==> src/rtl/mem_pkg.sv <==
// Shared encodings for the MEM-stage load/store path.
package mem_pkg;

  localparam logic [1:0] SZ_BYTE = 2'b00;
  localparam logic [1:0] SZ_HALF = 2'b01;
  localparam logic [1:0] SZ_WORD = 2'b10;
  localparam logic [1:0] SZ_ILL  = 2'b11;

  typedef enum logic {
    ST_IDLE  = 1'b0,
    ST_WRITE = 1'b1
  } state_t;

  // Replicate the lane MSB unless the load asked for zero extension.
  function automatic logic ext_bit(input logic msb, input logic zext);
    return msb & ~zext;
  endfunction

endpackage

==> src/rtl/ls_lane_align.sv <==
// Little-endian lane steering: store merge into the read word and load extraction/extension.
module ls_lane_align
  import mem_pkg::*;
(
  input  logic [1:0]  size,
  input  logic        ld_unsigned,
  input  logic [1:0]  addr_lo,
  input  logic [31:0] dm_rd,
  input  logic [31:0] wdata,
  output logic [31:0] merged_wd,
  output logic [31:0] ext_ld,
  output logic        misalign
);

  logic [7:0]  byte_s;
  logic [15:0] half_s;

  // Lane select, merge and extension for the requested access size.
  always_comb begin
    merged_wd = dm_rd;
    ext_ld    = dm_rd;
    misalign  = 1'b0;
    byte_s    = dm_rd[{addr_lo, 3'b000} +: 8];
    half_s    = dm_rd[{addr_lo[1], 4'b0000} +: 16];
    case (size)
      SZ_BYTE: begin
        merged_wd[{addr_lo, 3'b000} +: 8] = wdata[7:0];
        ext_ld = {{24{ext_bit(byte_s[7], ld_unsigned)}}, byte_s};
      end
      SZ_HALF: begin
        misalign = addr_lo[0];
        merged_wd[{addr_lo[1], 4'b0000} +: 16] = wdata[15:0];
        ext_ld = {{16{ext_bit(half_s[15], ld_unsigned)}}, half_s};
      end
      SZ_WORD: begin
        misalign  = (addr_lo != 2'b00);
        merged_wd = wdata;
        ext_ld    = dm_rd;
      end
      default: begin
        // Illegal size is flagged by the parent; keep outputs benign.
        misalign = 1'b0;
      end
    endcase
  end

endmodule

==> src/rtl/mem_access_unit.sv <==
// MEM-stage load/store controller: sub-word access, read-modify-write stores with a
// registered DM write strobe, one stall cycle per store, registered load results.
module mem_access_unit
  import mem_pkg::*;
#(
  parameter int DM_WORDS = 24,
  parameter int ADDR_W   = 32
) (
  input  logic              clk,
  input  logic              rst_n,
  input  logic              mem_read,
  input  logic              mem_write,
  input  logic [1:0]        size,
  input  logic              ld_unsigned,
  input  logic [ADDR_W-1:0] addr,
  input  logic [31:0]       wdata,
  output logic              stall,
  output logic [31:0]       ld_data,
  output logic              ld_valid,
  output logic              addr_err,
  output logic              dm_wr,
  output logic [ADDR_W-1:0] dm_adr,
  output logic [31:0]       dm_wd,
  input  logic [31:0]       dm_rd
);

  localparam logic [ADDR_W-3:0] WORDS_L = (ADDR_W-2)'(DM_WORDS);

  state_t            state_r, state_n_s;
  logic [ADDR_W-1:0] hold_adr_r;
  logic [31:0]       merged_wd_s;
  logic [31:0]       ext_ld_s;
  logic              misalign_s;
  logic              bad_s;

  ls_lane_align u_align (
    .size        (size),
    .ld_unsigned (ld_unsigned),
    .addr_lo     (addr[1:0]),
    .dm_rd       (dm_rd),
    .wdata       (wdata),
    .merged_wd   (merged_wd_s),
    .ext_ld      (ext_ld_s),
    .misalign    (misalign_s)
  );

  assign bad_s = (size == SZ_ILL) | misalign_s | (addr[ADDR_W-1:2] >= WORDS_L);

  // Next state, DM address mux and pipeline stall.
  always_comb begin
    state_n_s = state_r;
    dm_adr    = addr;
    stall     = 1'b0;
    case (state_r)
      ST_IDLE: begin
        dm_adr = addr;
        stall  = mem_write & ~bad_s;
        if (mem_write & ~bad_s) begin
          state_n_s = ST_WRITE;
        end else begin
          state_n_s = ST_IDLE;
        end
      end
      ST_WRITE: begin
        // The store is re-presented by the frozen EX/MEM; only the held address counts.
        dm_adr    = hold_adr_r;
        stall     = 1'b0;
        state_n_s = ST_IDLE;
      end
      default: begin
        state_n_s = ST_IDLE;
      end
    endcase
  end

  // State, held address, DM write port and load result registers.
  always_ff @(posedge clk) begin
    if (!rst_n) begin
      state_r    <= ST_IDLE;
      hold_adr_r <= '0;
      dm_wr      <= 1'b0;
      dm_wd      <= 32'h0000_0000;
      ld_data    <= 32'h0000_0000;
      ld_valid   <= 1'b0;
      addr_err   <= 1'b0;
    end else begin
      state_r  <= state_n_s;
      dm_wr    <= 1'b0;
      ld_valid <= 1'b0;
      addr_err <= 1'b0;
      if (state_r == ST_IDLE) begin
        if ((mem_write | mem_read) & bad_s) begin
          addr_err <= 1'b1;
        end else if (mem_write) begin
          hold_adr_r <= addr;
          dm_wd      <= merged_wd_s;
          dm_wr      <= 1'b1;
        end else if (mem_read) begin
          ld_data  <= ext_ld_s;
          ld_valid <= 1'b1;
        end
      end
    end
  end

endmodule

==> config.mk <==
export PLATFORM = sky130hd
export DESIGN_NAME = mem_access_unit
export DESIGN_NICKNAME = d
export VERILOG_FILES = /design/src/rtl/mem_pkg.sv /design/src/rtl/ls_lane_align.sv /design/src/rtl/mem_access_unit.sv
export SDC_FILE = /design/constraint.sdc
export NUM_CORES = 1
export LEC_CHECK = 0
export CAP_MARGIN = 20
export CORE_ASPECT_RATIO = 0.9
export CORE_MARGIN = 3
export CORE_UTILIZATION = 40
export CTS_CLUSTER_DIAMETER = 40
export DETAILED_ROUTE_END_ITERATION = 12
export MAX_ROUTING_LAYER = met4
export PLACE_DENSITY = 0.73
export REMOVE_ABC_BUFFERS = 1
export SYNTH_ARGS = -nofsm -noshare
export SYNTH_HDL_FRONTEND = slang
export SYNTH_HIERARCHICAL = 1
export SYNTH_SLANG_ARGS = --single-unit
==> constraint.sdc <==
create_clock -name clk -period 3.05 [get_ports clk]
set_clock_uncertainty 0.15 [all_clocks]
set_input_delay 0.61 -clock clk [delete_from_list [all_inputs] [get_ports clk]]
set_output_delay 0.61 -clock clk [all_outputs]
set_load 0.03 [all_outputs]
Yosys cells after proc, flatten, opt, wreduce, memory -nomap -nowiden
Index checks and enable logic that the tools add are counted.
Cells by class
  add/subtract/negate cells: 2
  magnitude comparators: 1
  eq/ne operators: 3
  shift-type cells: 6
  mux-type cells: 12
  bitwise gates (word level): 13
  reductions and logical operators: 7
Operator list (count)
  one-hot mux 32 bit (2 select lines): 2
  one-hot mux 32 bit (3 select lines): 1
  bitwise mux 32 bit: 2
  variable shift 16 x 7 -> 32 bit (first input constant): 1
  variable shift 8 x 7 -> 32 bit (first input constant): 1
  indexed part select 16 x 7 -> 32 bit: 1
  indexed part select 32 x 6 -> 16 bit: 1
  indexed part select 32 x 6 -> 8 bit: 1
  indexed part select 8 x 7 -> 32 bit: 1
  greater-or-equal comparator 30 x 5 -> 1 bit (second input constant): 1
  negator 5 -> 7 bit: 2
  NOT 1 bit: 6
  one-hot mux 1 bit (2 select lines): 3
  AND 1 bit: 4
  equality test 2 bit (second input constant): 2
  two-way mux 1 bit: 4
  AND reduction 4 bit: 1
  OR reduction 4 bit: 1
  OR 1 bit: 3
  AND reduction 3 bit: 1
  OR reduction 3 bit: 1
  equality test 2 x 1 -> 1 bit (second input constant): 1
  zero test 2 bit: 1
  nonzero test 2 bit: 1
  OR reduction 2 bit: 1
Storage, ports and cells
  register bits: 100
  bits of input ports: 103
  output and inout bits: 100
  logic and storage cells: 51

Logic depth before layout (Yosys ltp)
  depth after elaboration: 8
  mapped depth: 13
  mapped depth without buffers: 9

Hierarchy
The synthesis kept the hierarchy.
By module, submodules not included
  mem_access_unit: times used 1, cells each 426, area each 4149.0 µm², sequential area each 2001.9 µm²
  ls_lane_align: times used 1, cells each 305, area each 2225.9 µm², sequential area each 0.0 µm²

Least setup slack after synthesis
No wires, ideal clock.
  path type: input port to output port
  start: input port size[1]
  end: output port stall
  arrival time: 2.783 ns
  required time: 2.290 ns
  setup slack: -0.493 ns
  cell stages on the path: 10
  buffers on the path: 2
  cell sequence: inv_1 > ha_1 > buf_6 > clkbuf_1 > nand2_1 > o21ai_0 > and2_1 > nor4_1 > nand4_2 > nor4_1
On the way
  word-level cells in the longest chain between the ends: 7
  elaborated cells on any way between the ends: 9
  classes of those cells: eq/ne: 3; mux: 2; bitwise: 4
Ends and longest elaborated chain
  start: declaration: RTL line mem_access_unit.sv:13  | input logic [1:0] size,
  equality test 2 bit or equality test 2 x 1 -> 1 bit (tied branches): RTL line ls_lane_align.sv:25  | case (size)
  one-hot mux 1 bit (2 select lines) *: RTL line ls_lane_align.sv:25
  named net misalign_s: RTL line mem_access_unit.sv:33  | logic misalign_s;
  OR 1 bit * (2 in a row): RTL line mem_access_unit.sv:47  | assign bad_s = (size == SZ_ILL) | misalign_s | (addr[ADDR_W-1:2] >= WORDS_L);
  NOT 1 bit *: RTL line mem_access_unit.sv:57  | stall = mem_write & ~bad_s;
  AND 1 bit *: RTL line mem_access_unit.sv:57
  one-hot mux 1 bit (2 select lines) *: RTL line mem_access_unit.sv:54  | case (state_r)
  end: declaration: RTL line mem_access_unit.sv:17  | output logic stall,
The timed path passes the listed nets; every way through them passes the cells marked *.

Worst setup path in the final report
  start: input port addr[31]
  end: output port stall
On the way
  word-level cells in the longest chain between the ends: 5
Ends and longest elaborated chain
  start: declaration: RTL line mem_access_unit.sv:15  | input logic [ADDR_W-1:0] addr,
  greater-or-equal comparator 30 x 5 -> 1 bit: RTL line mem_access_unit.sv:47
  OR 1 bit: RTL line mem_access_unit.sv:47
  NOT 1 bit: RTL line mem_access_unit.sv:57
  AND 1 bit: RTL line mem_access_unit.sv:57
  one-hot mux 1 bit (2 select lines): RTL line mem_access_unit.sv:54
No other way between the ends.

==> flow_summary.yaml <==
run_status:
  outcome: "completed"
worst_setup_path:
  worst_setup_path_start_kind: "primary input"
  cp_max_fo: 3
  timing.setup.critical_path_class: "in -> out"
  cp_data_required_time_ps: 2290
  path_common_cell: "buf_4"
  wp_data_arrival_ps: 2160
  critical-path-top-delay-family: "buffers and inverters"
  crit_path_max_incr_delay_ps: 440
  timing.critical_path.cells: "clkdlybuf4s50_1, nor4_1, buf_4, nand4_2, nor4_2, buf_4"
  cpMaxStageDelayCell: "clkdlybuf4s50_1"
  reg2reg_slack_ps: 1240
  path_buf_inv: 3
  setup.worst_path.end_class: "output pin"
cts:
  num_cts_buffers: 9
  cts_root_buf: "clkbuf_16"
  clock_sinks: 100
  clock_transition_at_path_regs_ps: 70
  cts_htree_levels: 3
  cts_hold_repair.buffers: 0
  worst_skew_pair_latency_ps: 350
  cts_tree: "done"
  cts_buffer_depth: 2
grt:
  grt_first_pass_wirelength_um: 31940
  grt_max_degree: 64
  overall_global_routing_usage_pct: 22.99
  global_route.overflow_total: 0
  vias_in_the_first_global_route: 6050
  grt_antenna_before_repair: 1
die:
  core_region_area_um2: 15490
  num_io_pins: 203
  start_util_pct: 41.14
  site_row_count: 43
  floorplan.die.width_um: 139.1
  die_height_um: 125.8
  design.die.area_um2: 17490
synth:
  number_of_register_bits_inferred_by_synthesis: 100
  number_of_synthesized_flops_with_an_enable_pin: 0
  synth_sequential_area_ratio_pct: 31.40
  netlist.top_cell.by_area: "dfxtp_1"
  synth.area.top_cells: "dfxtp_1 (31%), mux2i_1 (12%), nand2_1 (9.8%), mux2_2 (7.2%), a221o_1 (4.6%)"
  synth_cell_type_count: 60
  synthFlopType: "dfxtp_1"
  postSynthCellCount: 731
  post_synthesis_mean_instance_area_um2: 8.721
  post_synthesis_cell_area_um2: 6375
  synthesis.yosys.warnings: 6
  post-synth-top-area-fraction_pct: 31.40
  asyncSetResetFlopFracSynth_pct: 0
run:
  maxCapViolCount: 0
placed_design:
  detailedPlace.worstSlack_ps: -312.2
  place_congestion: 0.9009
  placed_cells_incl_taps: 1108
  place_hpwl_um: 14920
  placement.io_buffers: 202
final_layout:
  most-common-layout-cells: "clkdlybuf4s50_1 (194), nand2_1 (166), dfxtp_1 (100)"
  layout-area-overhead-vs-synth_pct: 41.04
  n_fill_cell: 1399
  design.final.nets: 1031
  final_common_cell: "clkdlybuf4s50_1"
  post_route_cells_drive_above_1_share_pct: 16.34
  post-route-util_pct: 58.03
  finalNonFillerCells: 1127
pwr:
  power.share.switching_pct: 29.50
  internal_portion_of_total_power_mw: 2.239
  power_density_nw_per_um2: 353.3
  peakVddDrop_uv: 258.8
  power_mw: 3.176
  p_sw_mw: 0.9369
  power_leakage_nw: 3.476
  power.share.combinational_pct: 23.4
  share_seq_of_total_power_pct: 41.1
  p_clk_share_pct: 35.5
sta:
  rsz_0062_raised_after_global_routing: "false"
  fin_ws_ps: 129.8
  fin_crit_ps: 2920
  period_share_pct: 95.75
  fin_setup_tns_ps: 0
  setup_violations: 0
  maxSlewViolCount: 0
  worstMarginPinSlew_ps: 755.3
  hold_viol_final: 0
  worst_slew_slack_as_a_fraction_of_its_limit_pct: 49.42
  highest_attainable_clock_frequency_mhz: 342.4
drt:
  detail_route.first_pass.iterations: 5
  drt_first_iter_violations: 480
  total_wirelength_of_the_detailed_routed_design_um: 20160
  drcViolationCount: 0
  post_drt_via_cell_ratio: 5.510
  average_wire_length_per_cell_after_detail_routing_um: 17.88
  vias: 6210
  ant_nets: 0
worst_hold_path:
  min-delay-path-class: "reg -> reg"
power groups by stage:
stage | Combinational [mW] | Clock [mW] | Sequential, mW
final | 0.744 | 1.13 | 1.31
after global routing | 0.799 | 1.20 | 1.31
after CTS | 0.736 | 1.16 | 1.31
after detailed placement | 0.726 | 0 | 1.34
after global placement | 0.723 | 0 | 1.34
after floorplan | 0.350 | 0 | 1.34
metal layers:
| metal | track usage, % | part of all wire [%] | vias up |
|---|---|---|---|
| met5 | - | 0 | - |
| met4 | 6.732 | 2.0 | 0 |
| met3 | 5.581 | 8.0 | 33 |
| met2 | 35.88 | 46 | 271 |
| met1 | 29.78 | 44 | 2887 |
| li1 | - | - | 3019 |
final cells by class:
type / instances / area (µm²) / share of cell area (%)
Sequential cell: 100 / 2002 / 22.27
Timing Repair Buffer: 244 / 2436 / 27.09
Clock buffer: 9 / 225.2 / 2.505
Multi-Input combinational cell: 546 / 3940 / 43.82
Clock inverter: 7 / 65.06 / 0.7236
Tap cell: 202 / 252.7 / 2.811
Inverter: 18 / 67.56 / 0.7515
Antenna cell: 1 / 2.502 / 0.02783
through the flow:
stage          cell area, µm²  hold WS [ps]
3_3_place_gp             8642         290.6
5_1_grt                  8991         327.8
3_5_place_dp             8642         296.0
6_report                 8991         306.9
4_1_cts                  8981         308.8
2_1_floorplan            5961         281.3
timing repair:
item                       in CTS  in global routing
pin swaps                       4                  3
hold endpoints to repair        0                  0
resized for setup              16                  0
setup endpoints to repair      33                  1
setup buffers                   1                  1
flip-flops by register name (all words and copies together) (netlist names):
name and cells:
state_r 1, dm_wr 1, ld_valid 1, ld_data 32, addr_err 1, hold_adr_r 32
dm_wd 32
logic make-up after synthesis:
family	after synthesis	synth area share [%]
mux	121	20.20
compound gates	152	18.41
flops	100	31.40
fa+ha+maj	9	1.766
simple gates	264	20.67
buf+inv	85	7.556
tightest hold or removal path: stages, from the launching register on:
cell and delay (ps):
dfxtp_1 310, nand2_1 50, mux2i_1 50
cell usage after synthesis, types with 8 or more instances:
cell type	instances
o22ai_2	8
a32oi_1	8
dfxtp_1	100
nand2b_1	8
mux2_2	41
buf_2	13
buf_4	9
clkbuf_1	29
nor2_1	11
ha_1	9
a32o_1	8
inv_1	16
a221o_1	29
a21oi_1	40
mux2i_1	78
o22ai_1	16
o21ai_0	12
and3_1	20
buf_6	10
nand2_1	166
final timing paths:
check / startpoint / to / cells past startpoint
setup / recovery: addr[31] / stall / 6
hold / removal: hold_adr_r[3] / hold_adr_r[3] / 2
setup reg to reg: state_r / hold_adr_r[31] / 4
hold reg to reg: hold_adr_r[3] / hold_adr_r[3] / 2
Note: power is estimated with default switching activity, not from simulation.
